<file path="config.mk">
export PLATFORM = sky130hd
export DESIGN_NAME = wallace_mac
export DESIGN_NICKNAME = d
export VERILOG_FILES = /design/src/rtl/wallace_mac.sv
export SDC_FILE = /design/constraint.sdc
export NUM_CORES = 1
export LEC_CHECK = 0
export CAP_MARGIN = 40
export CORE_UTILIZATION = 53
export CTS_BUF_LIST = sky130_fd_sc_hd__clkbuf_16
export DETAILED_ROUTE_END_ITERATION = 7
export HOLD_SLACK_MARGIN = 0.15
export PLACE_DENSITY = 0.78
export SLEW_MARGIN = 20
export SYNTH_ARGS = -nofsm -noshare
export SYNTH_HDL_FRONTEND = slang
export SYNTH_SLANG_ARGS = --single-unit
</file>
<file path="constraint.sdc">
create_clock -name clk -period 4.1 [get_ports clk]
set_input_delay 0.82 -clock clk [delete_from_list [all_inputs] [get_ports clk]]
set_output_delay 0.82 -clock clk [all_outputs]
set_load 0.005 [all_outputs]
</file>
<file path="src/rtl/wallace_mac.sv">
// Wallace-tree 8x8 multiply-accumulate over in_last-delimited frames with a valid/ready result port.
// Optional macro WALLACE_MAC_SAT_EN: saturate the accumulator on carry-out instead of wrapping.

module wallace (
    input  logic [7:0]  a,
    input  logic [7:0]  b,
    output logic [15:0] out
);
    // Word-level 3:2 compressor; the dropped top carry is beyond the 16-bit product range.
    function automatic logic [31:0] csa(input logic [15:0] x, input logic [15:0] y,
                                        input logic [15:0] z);
        logic [15:0] s;
        logic [15:0] c;
        s = x ^ y ^ z;
        c = ((x & y) | (x & z) | (y & z)) << 1;
        return {c, s};
    endfunction

    logic [15:0] w_pp [8];
    logic [15:0] w_s1a, w_c1a, w_s1b, w_c1b;
    logic [15:0] w_s2a, w_c2a, w_s2b, w_c2b;
    logic [15:0] w_s3, w_c3, w_s4, w_c4;

    always_comb begin
        for (int unsigned i = 0; i < 8; i++) begin
            w_pp[i] = b[i] ? (16'(a) << i) : '0;
        end
        {w_c1a, w_s1a} = csa(w_pp[0], w_pp[1], w_pp[2]);
        {w_c1b, w_s1b} = csa(w_pp[3], w_pp[4], w_pp[5]);
        {w_c2a, w_s2a} = csa(w_s1a, w_c1a, w_s1b);
        {w_c2b, w_s2b} = csa(w_c1b, w_pp[6], w_pp[7]);
        {w_c3, w_s3}   = csa(w_s2a, w_c2a, w_s2b);
        {w_c4, w_s4}   = csa(w_s3, w_c3, w_c2b);
        out            = w_s4 + w_c4;
    end
endmodule

module wallace_mac #(
    parameter int ACC_W = 24,
    parameter int CNT_W = 8
) (
    input  logic             clk,
    input  logic             rst,
    input  logic             in_valid,
    output logic             in_ready,
    input  logic [7:0]       a,
    input  logic [7:0]       b,
    input  logic             in_last,
    output logic             out_valid,
    input  logic             out_ready,
    output logic [ACC_W-1:0] acc_out,
    output logic [CNT_W-1:0] term_cnt,
    output logic             ovf
);
    typedef enum logic [1:0] {ACCUM, DRAIN, HOLD} state_t;

    state_t           r_state, w_state_next;
    logic             w_accept;
    logic [7:0]       r_a, r_b;
    logic             r_v1, r_last1, r_v2, r_last2;
    logic [15:0]      w_prod, r_prod;
    logic [ACC_W:0]   w_sum;
    logic [ACC_W-1:0] r_acc, w_acc_next, r_acc_out;
    logic [CNT_W-1:0] r_cnt, w_cnt_next, r_cnt_out;
    logic             r_ovf, w_ovf_next, r_ovf_out;

    wallace u_mul (.a(r_a), .b(r_b), .out(w_prod));

    assign w_accept = in_valid && in_ready;
    assign acc_out  = r_acc_out;
    assign term_cnt = r_cnt_out;
    assign ovf      = r_ovf_out;

    always_ff @(posedge clk) begin
        if (rst) r_state <= ACCUM;
        else     r_state <= w_state_next;
    end

    always_comb begin
        w_state_next = r_state;
        case (r_state)
            ACCUM:   if (w_accept && in_last) w_state_next = DRAIN;
            DRAIN:   if (r_v2 && r_last2)     w_state_next = HOLD;
            HOLD:    if (out_ready)           w_state_next = ACCUM;
            default:                          w_state_next = ACCUM;
        endcase
    end

    always_comb begin
        in_ready  = (r_state == ACCUM) && !rst;
        out_valid = (r_state == HOLD);
    end

    always_comb begin
        w_sum      = {1'b0, r_acc} + {{(ACC_W-15){1'b0}}, r_prod};
        w_ovf_next = r_ovf | w_sum[ACC_W];
`ifdef WALLACE_MAC_SAT_EN
        w_acc_next = w_ovf_next ? '1 : w_sum[ACC_W-1:0];
`else
        w_acc_next = w_sum[ACC_W-1:0];
`endif
        w_cnt_next = (&r_cnt) ? r_cnt : r_cnt + {{(CNT_W-1){1'b0}}, 1'b1};
    end

    always_ff @(posedge clk) begin
        if (rst) begin
            r_a       <= '0;
            r_b       <= '0;
            r_v1      <= 1'b0;
            r_last1   <= 1'b0;
            r_prod    <= '0;
            r_v2      <= 1'b0;
            r_last2   <= 1'b0;
            r_acc     <= '0;
            r_cnt     <= '0;
            r_ovf     <= 1'b0;
            r_acc_out <= '0;
            r_cnt_out <= '0;
            r_ovf_out <= 1'b0;
        end else begin
            r_v1    <= w_accept;
            r_last1 <= w_accept && in_last;
            if (w_accept) begin
                r_a <= a;
                r_b <= b;
            end
            r_prod  <= w_prod;
            r_v2    <= r_v1;
            r_last2 <= r_last1;
            if (r_v2) begin
                if (r_last2) begin
                    r_acc_out <= w_acc_next;
                    r_cnt_out <= w_cnt_next;
                    r_ovf_out <= w_ovf_next;
                    r_acc     <= '0;
                    r_cnt     <= '0;
                    r_ovf     <= 1'b0;
                end else begin
                    r_acc <= w_acc_next;
                    r_cnt <= w_cnt_next;
                    r_ovf <= w_ovf_next;
                end
            end
        end
    end
endmodule

</file>
=== Word level (Yosys, flattened, before mapping) ===
Cells that the tools add are included.

* Add/sub/neg operators: 3
* Equality and inequality tests: 5
* Multiplexer cells: 16
* Bitwise logic cells: 43
* Reductions and logical operators: 9

{| class="wikitable"
|+ Operator list
! kind !! count
|-
| 15-bit bitwise AND || 18
|-
| 15-bit OR || 12
|-
| 16-bit bitwise XOR || 8
|-
| 24-bit by 16-bit adder with 25-bit output || 1
|-
| 24-bit two-way mux || 1
|-
| 8-bit two-way mux || 3
|-
| 16-bit adder || 1
|-
| 16-bit by 10-bit bitwise XOR with 16-bit output || 1
|-
| 16-bit by 13-bit bitwise XOR with 16-bit output || 1
|-
| 16-bit by 14-bit bitwise XOR with 16-bit output || 1
|-
| 16-bit by 15-bit bitwise XOR with 16-bit output || 1
|-
| 15-bit two-way mux || 1
|-
| 14-bit two-way mux || 1
|-
| 13-bit two-way mux || 1
|-
| 12-bit two-way mux || 1
|-
| 11-bit two-way mux || 1
|-
| 10-bit two-way mux || 1
|-
| 9-bit two-way mux || 1
|-
| 8-bit by 1-bit adder with 8-bit output (second input constant) || 1
|-
| 8-bit AND reduction || 1
|-
| 2-bit two-way mux || 3
|-
| 2-bit case mux with 3 select lines || 1
|-
| 1-bit logical AND || 4
|-
| 2-bit by 1-bit inequality test with 1-bit output (second input constant) || 2
|-
| other kinds (9) || 9
|}

* Flip-flop bits (word level): 104
* Input port bits: 21
* Output and inout bits: 35
* Word-level logic and storage cells: 90

=== Logic depth before layout (Yosys ltp) ===
Gate-level depths: netlist of the first run.

* Depth after elaboration: 14
* Gate-level depth with buffers: 18
* Mapped depth without buffers: 17

=== Hierarchy ===
A second synthesis of the first run with hierarchy kept.

* Cells, all modules: 753
* Area, all modules: 6658.9 µm²

{| class="wikitable"
|+ By module, submodules not included
! module !! instances !! cells each !! area an instance (µm²) !! sequential area each (µm²)
|-
| wallace_mac || 1 || 550 || 4808.4 || 2082.0
|-
| wallace || 1 || 203 || 1850.5 || 0.0
|}

=== Least setup slack after synthesis of the first run ===
Ideal clock, no wire load.

* Path type: reg-to-reg
* Start point: reg r_a[4]
* End point: reg r_prod[15]
* Setup time: 0.128 ns
* Data arrival time: 4.111 ns
* Required time: 3.972 ns
* Path slack: -0.138 ns
* Cell stages (with the launch flop): 16
* Buffers on the path: 1
* Clock period less this slack: 4.238 ns
* Cells stage by stage: dfxtp_1 -> clkbuf_1 -> nand2_1 -> fa_1 -> fa_1 -> fa_1 -> fa_1 -> inv_1 -> ha_1 -> nor2b_1 -> o21ai_0 -> a21oi_1 -> o41ai_1 -> o21ai_0 -> xnor2_1 -> nor2_1

* Longest elaborated chain between the ends: 14
* Elaborated cells between the ends (all ways): 51
* Classes of those cells: add/sub (1); mux (8); bitwise (42)

{| class="wikitable"
|+ RTL lines
! element !! line !! source
|-
| start: declaration || 59 || <nowiki>logic [7:0] r_a, r_b;</nowiki>
|-
| start signal: assignment || 107 || <nowiki>r_a <= '0;</nowiki>
|-
| start signal: assignment || 124 || <nowiki>r_a <= a;</nowiki>
|-
| 8-bit two-way mux, or another cell as far along || 26 || <nowiki>w_pp[i] = b[i] ? (16'(a) << i) : '0;</nowiki>
|-
| 15-bit bitwise AND || 15 || <nowiki>c = ((x & y) | (x & z) | (y & z)) << 1;</nowiki>
|-
| 15-bit OR (2 in series) || 15 ||
|-
| 15-bit bitwise AND || 15 ||
|-
| 15-bit OR (2 in series) || 15 ||
|-
| 15-bit bitwise AND || 15 ||
|-
| 15-bit OR (2 in series) || 15 ||
|-
| 15-bit bitwise AND || 15 ||
|-
| 15-bit OR (2 in series) || 15 ||
|-
| 16-bit adder (*) || 34 || <nowiki>out = w_s4 + w_c4;</nowiki>
|-
| end signal: assignment || 127 || <nowiki>r_prod <= w_prod;</nowiki>
|-
| end: declaration || 61 || <nowiki>logic [15:0] w_prod, r_prod;</nowiki>
|}

Every way passes the cells marked *; elsewhere a longest branch is shown, timed or not.
A chain may end at the register's enable or synchronous reset.

=== Worst setup path in the final report of the first run ===
* Start point: reg r_a[2]
* End point: reg r_prod[13]

The elaborated chain is that of the path after synthesis.

==> results.txt, run 1 <==
Setup WS pre-CTS: -0.153 ns
fin crit period: 4.02 ns
met2 wire length: 7.57 mm
global route overflow: 0
Critical Path Source Type: flip-flop
# hold bufs at CTS: 0
metal1 wirelength: 6.24 mm
initial antenna violation count: 0
Via density: 5.49
CTS Buffer Depth: 2
worst endpoint required time: 4.34 ns
synth warn: 0
first-pass GRT wire length: 24.0 mm
Die Area: 12700 um2
Synth top area share: 32.1%
synth top area cells: dfxtp_1, fa_1, ha_1, nand2_1, nor2_1
max_slew headroom: 58.6%
unrepaired setup endpoints after global routing: yes
Synth Net Count: 873
largest net degree at the start of global routing: 66
CTS Buf Count: 9
Root Driver: clkbuf_16
crit path DAT: 4.26 ns
max incr delay on CP: 0.53 ns
CP Class: reg -> reg
Critical Path Sink Type: flip-flop
gpl congestion: 0.896
hpwl dp: 10.8 mm
ys flop type: dfxtp_1
DRC errors left: 0
Post-synth EDFFs: 0
Top Layer Used: met4
Diodes inserted: 0
Max Freq: 249 MHz
Hold Fails Final Rpt: 0
CP max stage cell: fa_1
H-tree Lvls: 3
First DRT Iteration DRCs: 357
Cell Area, Synth: 6490 um2
Top Ports: 56
most frequent cells after synthesis: nand2_1, dfxtp_1, nor2_1
placed cells: 962
register bit total from synthesis: 104
share of cells above drive strength 1: 12.6%
maximum vdd ir drop: 214 uV
wire length per cell: 14.9 um
Die Wd: 113 um
Power Density: 288 nW/um2
die height: 113 um
Least-Margin Pin Slew: 0.619 ns
Clock Latency Late Sink: 0.36 ns
most frequent cell after synthesis: nand2_1
Rows: 40
Initial Util: 54.2%
Final Net Count: 933
Tightest Hold Check Type: reg -> reg
critical path peak fanout: 3
CTS Sinks: 104
area leader, netlist: dfxtp_1
status: finished, final reports clean
# port buffers: 55
WL final: 14.7 mm
setup TNS: 0 ns
async set or reset register ratio after synthesis: 0%
syn avg cell area: 8.43 um2
LEAKAGE: 2.95 nW
post-synth cell types: 59
Max Cap Viol: 0
Syn Inst Count: 770
CTS tree: built
Reg clk slew, reported paths: 0.07 ns
vias in the first global route: 5278
post-synthesis sequential area ratio: 32.1%
total track usage: 23.8%
Most common cell on crit path: fa_1
post-route ant nets: 0
setup violators final: 0
Non-Filler Instances: 982
fin. max-slew vios: 0
core footprint: 12000 um2
synth-to-layout area growth: 20.2%
metal3 WL: 544 um
fin crit share: 98.0%
critical path cell sequence: buf_4 > nand2_1 > fa_1 > fa_1 > fa_1 > fa_1 > inv_2 > ha_4 > nor2b_4 > o21ai_2 > a21oi_2 > o41ai_2 > buf_4 > xor2_1 > nor2_1
Worst Skew: 0.00741 ns
DR pass1 iterations: 4
DR vias: 5390
Final WS setup: 0.0812 ns
layer usage:
| layer | vias up | GRT usage (%) |
|---|---|---|
| met5 | - | 0 |
| met1 | 2561 | 27.8 |
| met2 | 109 | 42.6 |
| met4 | 0 | 10.8 |
| met3 | 22 | 3.83 |
| li1 | 2698 | - |
flip-flops by register name, indices dropped and copies added (netlist names), 2 cells and up:
name      cells
acc_out      24
r_a           8
r_acc        24
r_b           8
r_cnt         8
r_prod       16
r_state       2
term_cnt      8
through the flow:
stage	utilization (%)	cell area (um2)	total power [W]	hold WS [ns]
after floorplan	-	6500	0.00127	0.414
after global placement	60.7	7260	0.00135	0.422
after detailed placement	61.1	7300	0.00136	0.425
after CTS	63.8	7630	0.00223	0.443
after global routing	65.2	7800	0.00233	0.462
final	65.2	7800	0.00224	0.439
final cells by class:
| class | count | area, um2 |
|---|---|---|
| repair buffers | 87 | 817 |
| well taps | 147 | 184 |
| flip-flops and latches | 104 | 2120 |
| clock inverters | 7 | 71.3 |
| inverters | 48 | 180 |
| multi-input cells | 580 | 4210 |
| fillers | 972 | 4160 |
| clock buffers | 9 | 225 |
final timing paths:
path                      to  slack, ns    from  cells after the start
setup / recovery  r_prod[13]       0.08  r_a[2]                     15
hold / removal          r_v2       0.44    r_v1                      1
setup reg to reg  r_prod[13]       0.08  r_a[2]                     15
hold reg to reg         r_v2       0.44    r_v1                      1
report_power, final:
| group | total [W] | internal (W) | switching (W) |
|---|---|---|---|
| Combinational | 0.000302 | 0.000141 | 0.000161 |
| Sequential | 0.00107 | 0.00104 | 0.0000292 |
| Clock | 0.000873 | 0.000473 | 0.000400 |
cell usage in the layout (no fill, tap or decap), drive strengths merged, types with 2 or more instances in the layout:
cell type      Yosys  layout
o21a               4       4
a311oi             2       2
nor2              82      82
o21ai             40      40
or3                6       6
a32oi              2       2
a22oi             12      12
or4                2       2
a21boi             2       2
dfxtp            104     104
a211oi            14      14
a21o               2       2
o21bai             2       2
a21oi             59      59
a2111oi            2       2
clkinv             1       4
o31ai              5       5
clkinvlp           0       2
xor2               8       8
o2bb2ai            2       2
nand2b            16      16
clkbuf            29       9
inv               47      48
nand3              9       9
nand2            112     112
buf                9      33
ha                42      42
clkdlybuf4s50      0      54
o32ai              3       3
nor2b             16      16
and3               7       7
xnor2             23      23
and2              30      30
nand3b             4       4
fa                40      40
nor3              15      15
a31oi              4       4
timing repair:
action	CTS	global route
setup endpoints to repair	4	5
resized for setup	19	36
cloned	0	0
pin swaps	4	23
buffers inserted	0	3
kinds of logic after synthesis:
group / count (synthesis) / synth area share (%)
xor+xnor: 31 / 4.19
simple gates: 303 / 21.7
compound gates: 164 / 16.4
flops: 104 / 32.1
buf+inv: 86 / 5.21
fa+ha+maj: 82 / 20.4
worst max-delay path: cells and delay by family, from the launching register on:
family	cells	cell delay (ns)
and+or+nand+nor	3	0.25
AOI/OAI and AO/OA	3	0.59
buffers and inverters	3	0.34
xor gates and xnor gates	1	0.14
DFF	1	0.36
adders and majority gates	5	2.21
Power figures use the tool's default switching activity.
==> inputs of run 2 (changes only) <==
--- a/config.mk
+++ b/config.mk
@@ -6,6 +6,7 @@
 export NUM_CORES = 1
 export LEC_CHECK = 0
 export CAP_MARGIN = 40
+export CORE_ASPECT_RATIO = 1.1
 export CORE_UTILIZATION = 53
 export CTS_BUF_LIST = sky130_fd_sc_hd__clkbuf_16
 export DETAILED_ROUTE_END_ITERATION = 7
==> run 2 against run 1 <==
  * Flip-flop and latch count is the same
  * Largest power group unchanged
  * Global-route usage shrank 0.52 points
  * Critical path type unchanged
  * Worst setup slack lost 0.021 ns
  * Clock skew grew 0.0015 ns
  * Design area grew 0.63%
==> results.txt, run 2 (synthesis gave the netlist of run 1 again) <==
Final Net Count: 940 (was 933)
post-route ant nets: 0 (unchanged)
unrepaired setup endpoints after global routing: yes (unchanged)
Diodes inserted: 0 (unchanged)
Via density: 5.45 (was 5.49)
setup TNS: 0 ns (unchanged)
CTS Buf Count: 9 (unchanged)
total track usage: 23.2% (was 23.8%)
CTS Sinks: 104 (unchanged)
wire length per cell: 14.5 um (was 14.9 um)
# hold bufs at CTS: 0 (unchanged)
initial antenna violation count: 0 (unchanged)
First DRT Iteration DRCs: 331 (was 357)
global route overflow: 0 (unchanged)
CTS Buffer Depth: 2 (unchanged)
post-layout util: 65.5% (was 65.2%)
largest net degree at the start of global routing: 94 (was 66)
Initial Util: 54.1% (was 54.2%)
Clock Latency Late Sink: 0.35 ns (was 0.36 ns)
Root Driver: clkbuf_16 (unchanged)
core footprint: 12000 um2 (about the same)
Top Ports: 56 (unchanged)
synth-to-layout area growth: 21.0% (was 20.2%)
vias in the first global route: 5255 (was 5278)
Reg clk slew, reported paths: 0.07 ns (about the same)
status: finished, final reports clean (unchanged)
DRC errors left: 0 (unchanged)
die height: 118 um (was 113 um)
Tightest Hold Check Type: reg -> reg (unchanged)
CP Class: reg -> reg (unchanged)
Least-Margin Pin Slew: 0.637 ns (was 0.619 ns)
max_slew headroom: 57.5% (was 58.6%)
Final Hold Slack: 0.439 ns (about the same)
H-tree Lvls: 3 (unchanged)
leading cell type in the layout, fill and taps excluded: nand2_1 (unchanged)
Critical Path Source Type: flip-flop (unchanged)
first-pass GRT wire length: 23.8 mm (was 24.0 mm)
Die Area: 12700 um2 (about the same)
CTS tree: built (unchanged)
fin. max-slew vios: 0 (unchanged)
Power Density: 290 nW/um2 (was 288 nW/um2)
# port buffers: 55 (unchanged)
fin crit period: 4.04 ns (was 4.02 ns)
DR vias: 5422 (was 5390)
Rows: 42 (was 40)
maximum vdd ir drop: 323 uV (was 214 uV)
Fill cells: 973 (was 972)
overall power: 0.00228 W (was 0.00224 W)
worst setup path start: r_a[3] (was r_a[2])
min-delay src: r_last1 (was r_v1)
R2R Path Start: r_a[3] (was r_a[2])
Hold Fails Final Rpt: 0 (unchanged)
gpl congestion: 0.898 (was 0.896)
Max Cap Viol: 0 (unchanged)
Die Wd: 107 um (was 113 um)
hpwl dp: 10.5 mm (was 10.8 mm)
critical path peak fanout: 7 (was 3)
Max Freq: 248 MHz (was 249 MHz)
fin crit share: 98.5% (was 98.0%)
WL final: 14.4 mm (was 14.7 mm)
Non-Filler Instances: 995 (was 982)
worst endpoint required time: 4.32 ns (was 4.34 ns)
LEAKAGE: 3.00 nW (was 2.95 nW)
Critical Path Sink Type: flip-flop (unchanged)
setup violators final: 0 (unchanged)
reg2reg setup slack: 0.06 ns (was 0.08 ns)
share of cells above drive strength 1: 12.1% (was 12.6%)
DR pass1 iterations: 5 (was 4)
placed cells: 973 (was 962)
most frequent cells in the layout: nand2_1, dfxtp_1, nor2_1 (unchanged)
crit path DAT: 4.26 ns (about the same)
Worst Skew: 0.00893 ns (was 0.00741 ns)
## run 2: cell types whose count changed in the layout (fill, tap and decap cells not counted), sizes merged
cell / before / now
buf: 33 / 40
clkinv: 4 / 2
bufinv: 1 / 2
clkinvlp: 2 / 1
inv: 48 / 49
## run 2: final cells by class
type	instances	area, um2	share of cell area (%)
Clock buffer	9	225	2.87
Clock inverter	6	85.1	1.08
Inverter	48	180	2.30
Multi-Input combinational cell	580	4190	53.3
Sequential cell	104	2110	26.9
Tap cell	154	193	2.45
Timing Repair Buffer	94	866	11.0
## run 2: worst paths after layout
path	to	depth (start not counted)
worst max register to register	r_prod[14]	14
worst min-delay path	r_last2	1
worst max-delay path	r_prod[14]	14
worst min register to register	r_last2	1
## run 2: through the flow
stage               area [um2]  setup WS (ns)
finish                    7850         0.0600
global route              7850        -0.0520
CTS                       7660        -0.0126
detailed placement        7320         -0.179
global placement          7320        -0.0781
floorplan                 6500        0.00132
## run 2: timing repair
item | in CTS | in global routing
gates resized for setup | 18 | 26
pin swaps | 5 | 20
setup buffers | 0 | 5
endpoints found under the setup margin | 4 | 4
## run 2: layer usage
layer	share of wire (%)	routed length [um]	vias to the layer above	GRT usage, %
met5	0	0	-	0
met1	42	6040	2523	28.2
met2	52	7520	159	41.1
li1	-	-	2719	-
met3	3.9	556	21	3.21
met4	2.0	282	0	8.65
## run 2: where the power goes
part	leakage (nW)	switching, W	internal, W
clock	0.153	0.000374	0.000531
sequential	0.849	0.0000261	0.00104
combinational	2.00	0.000164	0.000142
## run 2: critical path: stages, from the launching register on
cell	delay (ns)
dfxtp_4	0.37
and2_4	0.16
fa_2	0.55
inv_1	0.05
fa_1	0.39
fa_1	0.50
fa_1	0.53
inv_1	0.07
ha_4	0.28
o21a_1	0.19
a2111oi_4	0.09
or3_4	0.41
o21ai_2	0.13
xnor2_1	0.14
nor2_1	0.05
